### src/rtl/chain_pkg.sv
// -----------------------------------------------------------------------------
// chain_pkg
// Shared constants and types for the seed-chaining DP scheduler.
//   AW        : default anchor coordinate width
//   SW        : default signed chain-score width
//   PRED_NONE : predecessor index meaning "no predecessor" (all ones)
//   state_t   : scheduler FSM states
// -----------------------------------------------------------------------------
package chain_pkg;

  localparam int AW = 32;
  localparam int SW = 32;

  localparam logic [31:0] PRED_NONE = 32'hFFFF_FFFF;

  typedef enum logic [1:0] {
    IDLE = 2'd0,
    SCAN = 2'd1,
    EMIT = 2'd2
  } state_t;

endpackage

### src/rtl/chain_anchor_buf.sv
// -----------------------------------------------------------------------------
// chain_anchor_buf
// N_PRED-deep ring of previously scored anchors {rx, qy, f}.
// Ports:
//   clk, rst_n            : clock, asynchronous active-low reset
//   i_wr_en               : push {i_wr_rx, i_wr_qy, i_wr_f} at the write pointer
//   i_clr                 : empty the ring (end of read); wins over the count
//                           update of a simultaneous push
//   i_rd_off              : read offset, 0 = newest entry
//   o_rd_rx/qy/f          : combinational read data at i_rd_off
//   o_count               : valid entries, saturates at N_PRED
// -----------------------------------------------------------------------------
module chain_anchor_buf #(
  parameter int N_PRED = 16,
  parameter int AW     = 32,
  parameter int SW     = 32,
  localparam int OW    = $clog2(N_PRED)
) (
  input  logic                 clk,
  input  logic                 rst_n,
  input  logic                 i_wr_en,
  input  logic                 i_clr,
  input  logic [AW-1:0]        i_wr_rx,
  input  logic [AW-1:0]        i_wr_qy,
  input  logic signed [SW-1:0] i_wr_f,
  input  logic [OW-1:0]        i_rd_off,
  output logic [AW-1:0]        o_rd_rx,
  output logic [AW-1:0]        o_rd_qy,
  output logic signed [SW-1:0] o_rd_f,
  output logic [OW:0]          o_count
);

  logic [AW-1:0]        r_mem_rx [N_PRED];
  logic [AW-1:0]        r_mem_qy [N_PRED];
  logic signed [SW-1:0] r_mem_f  [N_PRED];
  logic [OW-1:0]        r_wr_ptr;
  logic [OW:0]          r_count;
  logic [OW-1:0]        w_rd_idx;

  // Entry contents need no reset: r_count gates which entries are meaningful.
  always_ff @(posedge clk) begin
    if (i_wr_en) begin
      r_mem_rx[r_wr_ptr] <= i_wr_rx;
      r_mem_qy[r_wr_ptr] <= i_wr_qy;
      r_mem_f[r_wr_ptr]  <= i_wr_f;
    end
  end

  always_ff @(posedge clk or negedge rst_n) begin
    if (!rst_n) begin
      r_wr_ptr <= '0;
      r_count  <= '0;
    end else if (i_clr) begin
      r_wr_ptr <= '0;
      r_count  <= '0;
    end else if (i_wr_en) begin
      r_wr_ptr <= r_wr_ptr + OW'(1);
      if (r_count != (OW+1)'(N_PRED)) begin
        r_count <= r_count + (OW+1)'(1);
      end
    end
  end

  // Newest entry sits just behind the write pointer; power-of-2 depth wraps.
  assign w_rd_idx = r_wr_ptr - OW'(1) - i_rd_off;
  assign o_rd_rx  = r_mem_rx[w_rd_idx];
  assign o_rd_qy  = r_mem_qy[w_rd_idx];
  assign o_rd_f   = r_mem_f[w_rd_idx];
  assign o_count  = r_count;

endmodule

### src/rtl/chain_dp_sched.sv
// -----------------------------------------------------------------------------
// chain_dp_sched
// Sequences the combinational chaining-score datapath. Each accepted anchor i
// is compared against up to N_PRED buffered predecessors, newest first, one
// per cycle; f[i] = max(W, f[j] + score) is emitted with its predecessor.
// Optional macro CHAIN_BAND_EN adds cfg_band and a diagonal band filter.
// Ports:
//   clk, rst_n                     : clock, asynchronous active-low reset
//   in_valid/in_ready, in_rx/qy/last : anchor input handshake
//   cfg_w, cfg_w_avg, cfg_max_dist : seed weight, avg weight, max ref gap
//   cfg_band (CHAIN_BAND_EN only)  : max |diagonal difference|
//   sc_rix/riy/qix/qiy, sc_w/w_avg : operands to the score datapath
//   sc_result                      : datapath score (signed, combinational)
//   out_valid/out_ready, out_idx/score/pred : result handshake
// -----------------------------------------------------------------------------
module chain_dp_sched
  import chain_pkg::*;
#(
  parameter int N_PRED = 16,
  parameter int AW     = chain_pkg::AW,
  parameter int SW     = chain_pkg::SW
) (
  input  logic                 clk,
  input  logic                 rst_n,
  input  logic                 in_valid,
  output logic                 in_ready,
  input  logic [AW-1:0]        in_rx,
  input  logic [AW-1:0]        in_qy,
  input  logic                 in_last,
  input  logic [31:0]          cfg_w,
  input  logic [31:0]          cfg_w_avg,
  input  logic [AW-1:0]        cfg_max_dist,
`ifdef CHAIN_BAND_EN
  input  logic [AW-1:0]        cfg_band,
`endif
  output logic [AW-1:0]        sc_rix,
  output logic [AW-1:0]        sc_riy,
  output logic [AW-1:0]        sc_qix,
  output logic [AW-1:0]        sc_qiy,
  output logic [31:0]          sc_w,
  output logic [31:0]          sc_w_avg,
  input  logic signed [SW-1:0] sc_result,
  output logic                 out_valid,
  input  logic                 out_ready,
  output logic [31:0]          out_idx,
  output logic signed [SW-1:0] out_score,
  output logic [31:0]          out_pred
);

  localparam int OW = $clog2(N_PRED);

  state_t               r_state, w_state_next;
  logic [AW-1:0]        r_rx_i, r_qy_i;
  logic                 r_last;
  logic signed [SW-1:0] r_best;
  logic [31:0]          r_pred, r_idx;
  logic [OW-1:0]        r_off;

  logic [AW-1:0]        w_rd_rx, w_rd_qy;
  logic signed [SW-1:0] w_rd_f;
  logic [OW:0]          w_count;

  logic                 w_accept, w_update, w_emit_done;
  logic [AW:0]          w_gap;
  logic                 w_stop, w_skip, w_off_band, w_better, w_last_entry;
  logic signed [SW:0]   w_sum;
  logic signed [SW-1:0] w_cand;

  chain_anchor_buf #(.N_PRED(N_PRED), .AW(AW), .SW(SW)) u_buf (
    .clk      (clk),
    .rst_n    (rst_n),
    .i_wr_en  (w_emit_done),
    .i_clr    (w_emit_done & r_last),
    .i_wr_rx  (r_rx_i),
    .i_wr_qy  (r_qy_i),
    .i_wr_f   (r_best),
    .i_rd_off (r_off),
    .o_rd_rx  (w_rd_rx),
    .o_rd_qy  (w_rd_qy),
    .o_rd_f   (w_rd_f),
    .o_count  (w_count)
  );

  // Gap kept one bit wider so a (never expected) rx_j > rx_i cannot alias
  // into a huge positive gap and stop the scan.
  assign w_gap        = {1'b0, r_rx_i} - {1'b0, w_rd_rx};
  assign w_stop       = !w_gap[AW] && (w_gap[AW-1:0] > cfg_max_dist);
  assign w_skip       = (w_rd_rx >= r_rx_i) || (w_rd_qy >= r_qy_i);
  assign w_last_entry = ({1'b0, r_off} == (w_count - (OW+1)'(1)));

`ifdef CHAIN_BAND_EN
  logic [AW:0]   w_dq;
  logic [AW+1:0] w_diag, w_diag_abs;
  assign w_dq       = {1'b0, r_qy_i} - {1'b0, w_rd_qy};
  assign w_diag     = {w_gap[AW], w_gap} - {w_dq[AW], w_dq};
  assign w_diag_abs = w_diag[AW+1] ? (~w_diag + (AW+2)'(1)) : w_diag;
  assign w_off_band = w_diag_abs > {2'b00, cfg_band};
`else
  assign w_off_band = 1'b0;
`endif

  // f[j] + score in SW+1 bits, clamped back into the signed SW range.
  assign w_sum = {w_rd_f[SW-1], w_rd_f} + {sc_result[SW-1], sc_result};
  always_comb begin
    w_cand = w_sum[SW-1:0];
    if (w_sum[SW] != w_sum[SW-1]) begin
      w_cand = w_sum[SW] ? {1'b1, {(SW-1){1'b0}}} : {1'b0, {(SW-1){1'b1}}};
    end
  end
  // Strict compare: on ties the nearer (earlier scanned) predecessor stays.
  assign w_better = w_cand > r_best;

  always_ff @(posedge clk or negedge rst_n) begin
    if (!rst_n) r_state <= IDLE;
    else        r_state <= w_state_next;
  end

  always_comb begin
    w_state_next = r_state;
    w_accept     = 1'b0;
    w_update     = 1'b0;
    w_emit_done  = 1'b0;
    in_ready     = 1'b0;
    out_valid    = 1'b0;
    case (r_state)
      IDLE: begin
        in_ready = 1'b1;
        if (in_valid) begin
          w_accept     = 1'b1;
          w_state_next = (w_count == '0) ? EMIT : SCAN;
        end
      end
      SCAN: begin
        if (w_stop) begin
          w_state_next = EMIT;
        end else begin
          w_update = !w_skip && !w_off_band && w_better;
          if (w_last_entry) w_state_next = EMIT;
        end
      end
      EMIT: begin
        out_valid = 1'b1;
        if (out_ready) begin
          w_emit_done  = 1'b1;
          w_state_next = IDLE;
        end
      end
      default: w_state_next = IDLE;
    endcase
  end

  always_ff @(posedge clk or negedge rst_n) begin
    if (!rst_n) begin
      r_rx_i <= '0;
      r_qy_i <= '0;
      r_last <= 1'b0;
      r_best <= '0;
      r_pred <= '0;
      r_idx  <= '0;
      r_off  <= '0;
    end else begin
      if (w_accept) begin
        r_rx_i <= in_rx;
        r_qy_i <= in_qy;
        r_last <= in_last;
        r_best <= SW'($signed(cfg_w));
        r_pred <= PRED_NONE;
        r_off  <= '0;
      end else if (r_state == SCAN) begin
        if (w_update) begin
          r_best <= w_cand;
          r_pred <= r_idx - 32'd1 - 32'(r_off);
        end
        r_off <= r_off + OW'(1);
      end
      if (w_emit_done) begin
        r_idx <= r_last ? 32'd0 : r_idx + 32'd1;
      end
    end
  end

  assign sc_rix    = (r_state == SCAN) ? r_rx_i  : '0;
  assign sc_riy    = (r_state == SCAN) ? w_rd_rx : '0;
  assign sc_qix    = (r_state == SCAN) ? r_qy_i  : '0;
  assign sc_qiy    = (r_state == SCAN) ? w_rd_qy : '0;
  assign sc_w      = cfg_w;
  assign sc_w_avg  = cfg_w_avg;
  assign out_idx   = r_idx;
  assign out_score = r_best;
  assign out_pred  = r_pred;

endmodule

### config.mk
export PLATFORM = sky130hd
export DESIGN_NAME = chain_dp_sched
export DESIGN_NICKNAME = d
export VERILOG_FILES = /design/src/rtl/chain_pkg.sv /design/src/rtl/chain_anchor_buf.sv /design/src/rtl/chain_dp_sched.sv
export SDC_FILE = /design/constraint.sdc
export NUM_CORES = 2
export LEC_CHECK = 0
export BUFFER_PORTS_ARGS = -buffer_cell sky130_fd_sc_hd__buf_2
export CAP_MARGIN = 20
export CELL_PAD_IN_SITES_DETAIL_PLACEMENT = 1
export CELL_PAD_IN_SITES_GLOBAL_PLACEMENT = 2
export CORE_ASPECT_RATIO = 1.25
export CORE_MARGIN = 10
export CORE_UTILIZATION = 39
export CTS_CLUSTER_DIAMETER = 200
export CTS_CLUSTER_SIZE = 25
export DETAILED_ROUTE_END_ITERATION = 8
export PLACE_DENSITY = 0.75
export SYNTH_ARGS = -nofsm -noshare
export SYNTH_HDL_FRONTEND = slang
export SYNTH_HIERARCHICAL = 1
export SYNTH_SLANG_ARGS = --single-unit
### constraint.sdc
create_clock -name clk -period 8.3 [get_ports clk]
set_input_delay 1.66 -clock clk [delete_from_list [all_inputs] [get_ports clk]]
set_output_delay 1.66 -clock clk [all_outputs]
set_load 0.02 [all_outputs]
==> impl_metrics.csv <==
group,metric,value,unit
outcome,status,"finished, final reports clean",
drt,num_vias,44290,
synthesis,async_flop_share,10.3,%
sta,fin_crit,8.04,ns
placement,place_inst,7467,
cts,clock_sinks,1712,
worst_hold_path,hp-class,"flip-flop to flip-flop",
floorplan,fp.dieH,510,um
synthesis,yosys_warnings,6,
critical_path,r2r_start,"r_off[0]",
sta,fmax,124,MHz
synthesis,yosysSeqAreaShare,67.4,%
sta,max-slew-margin-rel,24.9,%
critical_path,slowest_delay,0.84,ns
final_layout,nets,5415,
cts,clk_latency,0.75,ns
cts,cts_tree,"done",
sta,hold_ws,0.488,ns
drt,drtAntennaViolNets,0,
floorplan,std_cell_rows,179,
synthesis,synth_enable_flop_cells,1536,
placement,hpwl,138000,um
cts,clk_path_buf_depth,3,
global_route,grt_pass1_vias,46509,
synthesis,syn_nets,5059,
sta,setup_violations,0,
global_route,antenna_found_initial,30,
worst_hold_path,holdPathEnd,"r_rx_i[8]",
final_layout,drive_gt1_share,22.7,%
critical_path,r2r_slack,0.26,ns
final_layout,finalNonFillerCells,7642,
drt,drc,0,
cts,cts.htree.levels,3,
global_route,grt_overflow,0,
critical_path,crit_type,"flip-flop to flip-flop",
final_layout,finish.utilization,43.5,%
sta,fin_worst_skew,0.0544,ns
global_route,grt_use_total,20.9,%
synthesis,syn-instance-count,4683,
placement,gp_congestion,0.856,
drt,dr.pass1.iters,5,
sta,worst_pin_slew,1.13,ns
cts,cts-buffers-inserted,78,
floorplan,die_w,412,um
critical_path,crit_arrival,8.67,ns
drt,drtIter0Drc,4098,
synthesis,syn_avg_cell_area,16.0,um^2
final_layout,fillers,18719,
floorplan,core,191000,um^2
flow_run,drv_cap,0,
drt,drt-vias-per-instance,5.80,
synthesis,ys_seq_elements,1712,
drt,routed_wirelength,227000,um
worst_hold_path,hold_path.startpoint,"r_rx_i[8]",
sta,final-hold-violation-count,0,
floorplan,die_area,210000,um^2
cts,clkTransAtPathRegs,0.11,ns
synthesis,yosysUniqueCellTypes,78,
critical_path,r2r_cells,36,
sta,finalMaxSlewViolations,0,
sta,min_period_over_period,96.8,%
critical_path,critPathSlowestCell,"fa_4",
global_route,grt_max_degree,108,
global_route,grt_pass1_wl,325000,um
worst_hold_path,hold-path-cell-count,2,
sta,finalSetupTns,0,ns
critical_path,r2r_end,"out_score[16]",
synthesis,synthFlopType,"edfxtp_1",
cts,cts-root-buf,"clkbuf_16",
critical_path,path_max_fanout,16,
critical_path,endpoint_kind,"flip-flop",
floorplan,start_util,39.3,%
cts,cts_hold_buf,0,
critical_path,startpoint_type,"flip-flop",
critical_path,crit_path_frequent_cell,"inv_1",
placement,port_buffers,422,
floorplan,pin_count,487,
final_layout,area_growth,10.5,%
critical_path,required,8.93,ns
drt,wl_per_cell,29.7,um
synthesis,netlist_area,74900,um^2
[worst max-delay path, delay by kind of cell (launching register included)]
family	cells	cell delay (ns)
AOI/OAI and AO/OA	17	3.78
adders and majority gates	5	1.79
buffers and inverters	7	0.92
and+or+nand+nor	5	0.71
DFF	1	0.40
muxes	1	0.18
xor gates and xnor gates	1	0.15
[area by class of cell]
type	instances	area (um^2)	share of cell area [%]
Sequential cell	1712	50500	61.0
Multi-Input combinational cell	2468	22200	26.8
Timing Repair Buffer	614	4020	4.85
Tap cell	2534	3170	3.83
Clock buffer	138	2200	2.65
Inverter	165	619	0.748
Clock inverter	5	66.3	0.0801
Antenna cell	6	15.0	0.0181
[worst max path at each step]
stage | cells past startpoint | slack [ns] | start | end
floorplan | 37 | 0.94 | r_off[0] | out_score[19]
global placement | 32 | -0.16 | r_off[0] | out_score[6]
detailed placement | 32 | -0.20 | r_off[0] | out_score[23]
CTS | 31 | 0.01 | r_off[0] | out_score[23]
global route | 36 | -0.04 | r_off[0] | out_pred[24]
finish | 36 | 0.26 | r_off[0] | out_score[16]
[cells by family (layout without fill, tap and decap cells)]
logic type	after synthesis	in the layout	synth area share [%]
AND/OR/NAND/NOR	1028	1028	6.12
XOR/XNOR	120	120	1.40
other	0	6	0
AO/OA/AOI/OAI	752	752	6.96
buffers and inverters	503	922	3.43
flip-flops	1712	1712	67.4
adder cells (fa/ha/maj)	179	179	3.03
multiplexers	389	389	11.6
[flip-flops by register name, summed over array words and instances (netlist names)]
name / count
out_pred: 32
r_qy_i: 32
r_last: 1
r_off: 4
out_score: 32
r_rx_i: 32
u_buf/r_mem_rx: 512
out_idx: 32
u_buf/r_mem_qy: 512
u_buf/r_mem_f: 512
r_state: 2
u_buf/r_wr_ptr: 4
u_buf/o_count: 5
[layer usage]
metal,vias up,GRT usage (%),part of all wire [%]
met1,23647,28.6,43
met5,-,0,0.061
met3,258,4.52,7.9
met2,1589,34.0,47
li1,18776,-,-
met4,20,5.05,2.2
[through the flow]
stage / setup slack [ns] / area [um^2]
6_report: 0.263 / 82800
5_1_grt: -0.0374 / 82800
4_1_cts: 0.0133 / 82300
3_5_place_dp: -0.198 / 79900
3_3_place_gp: -0.164 / 79900
2_1_floorplan: 0.936 / 74900
[cells in the mapped netlist, types with 41 or more instances]
library cell	n	area, um^2
edfxtp_1	1536	46100
and2_1	75	469
o211ai_1	203	1520
a211o_1	100	876
nand4_1	41	257
dfrtp_1	176	4400
nand2_1	534	2000
mux4_2	383	8630
xor2_1	61	534
clkbuf_1	132	495
ha_1	175	2190
a21o_1	51	383
buf_2	75	375
o21ai_0	112	561
a21oi_1	145	726
nor2_1	183	687
xnor2_1	59	517
nor3_1	67	335
inv_1	165	619
buf_4	76	571
[what timing repair did]
action,in CTS,in global routing
endpoints found under the hold margin,0,0
resized for setup,10,60
pin swaps,1,19
cloned,1,7
setup endpoints to repair,64,64
setup buffers,2,16
[cell usage in the layout, fill, tap and decap left out, types with 59 or more instances in the layout]
master / instances
mux4_2: 383
o211ai_1: 203
inv_1: 164
a211o_1: 100
a21oi_1: 141
nand2_1: 533
edfxtp_1: 1536
dfrtp_1: 176
buf_2: 422
buf_4: 154
and2_1: 73
clkbuf_1: 59
nor3_1: 65
xor2_1: 60
ha_1: 168
clkbuf_16: 85
nor2_1: 167
o21ai_0: 104
Power is not shown: default switching activity piles up to over one toggle a cycle in this logic, so the estimate is an artifact.
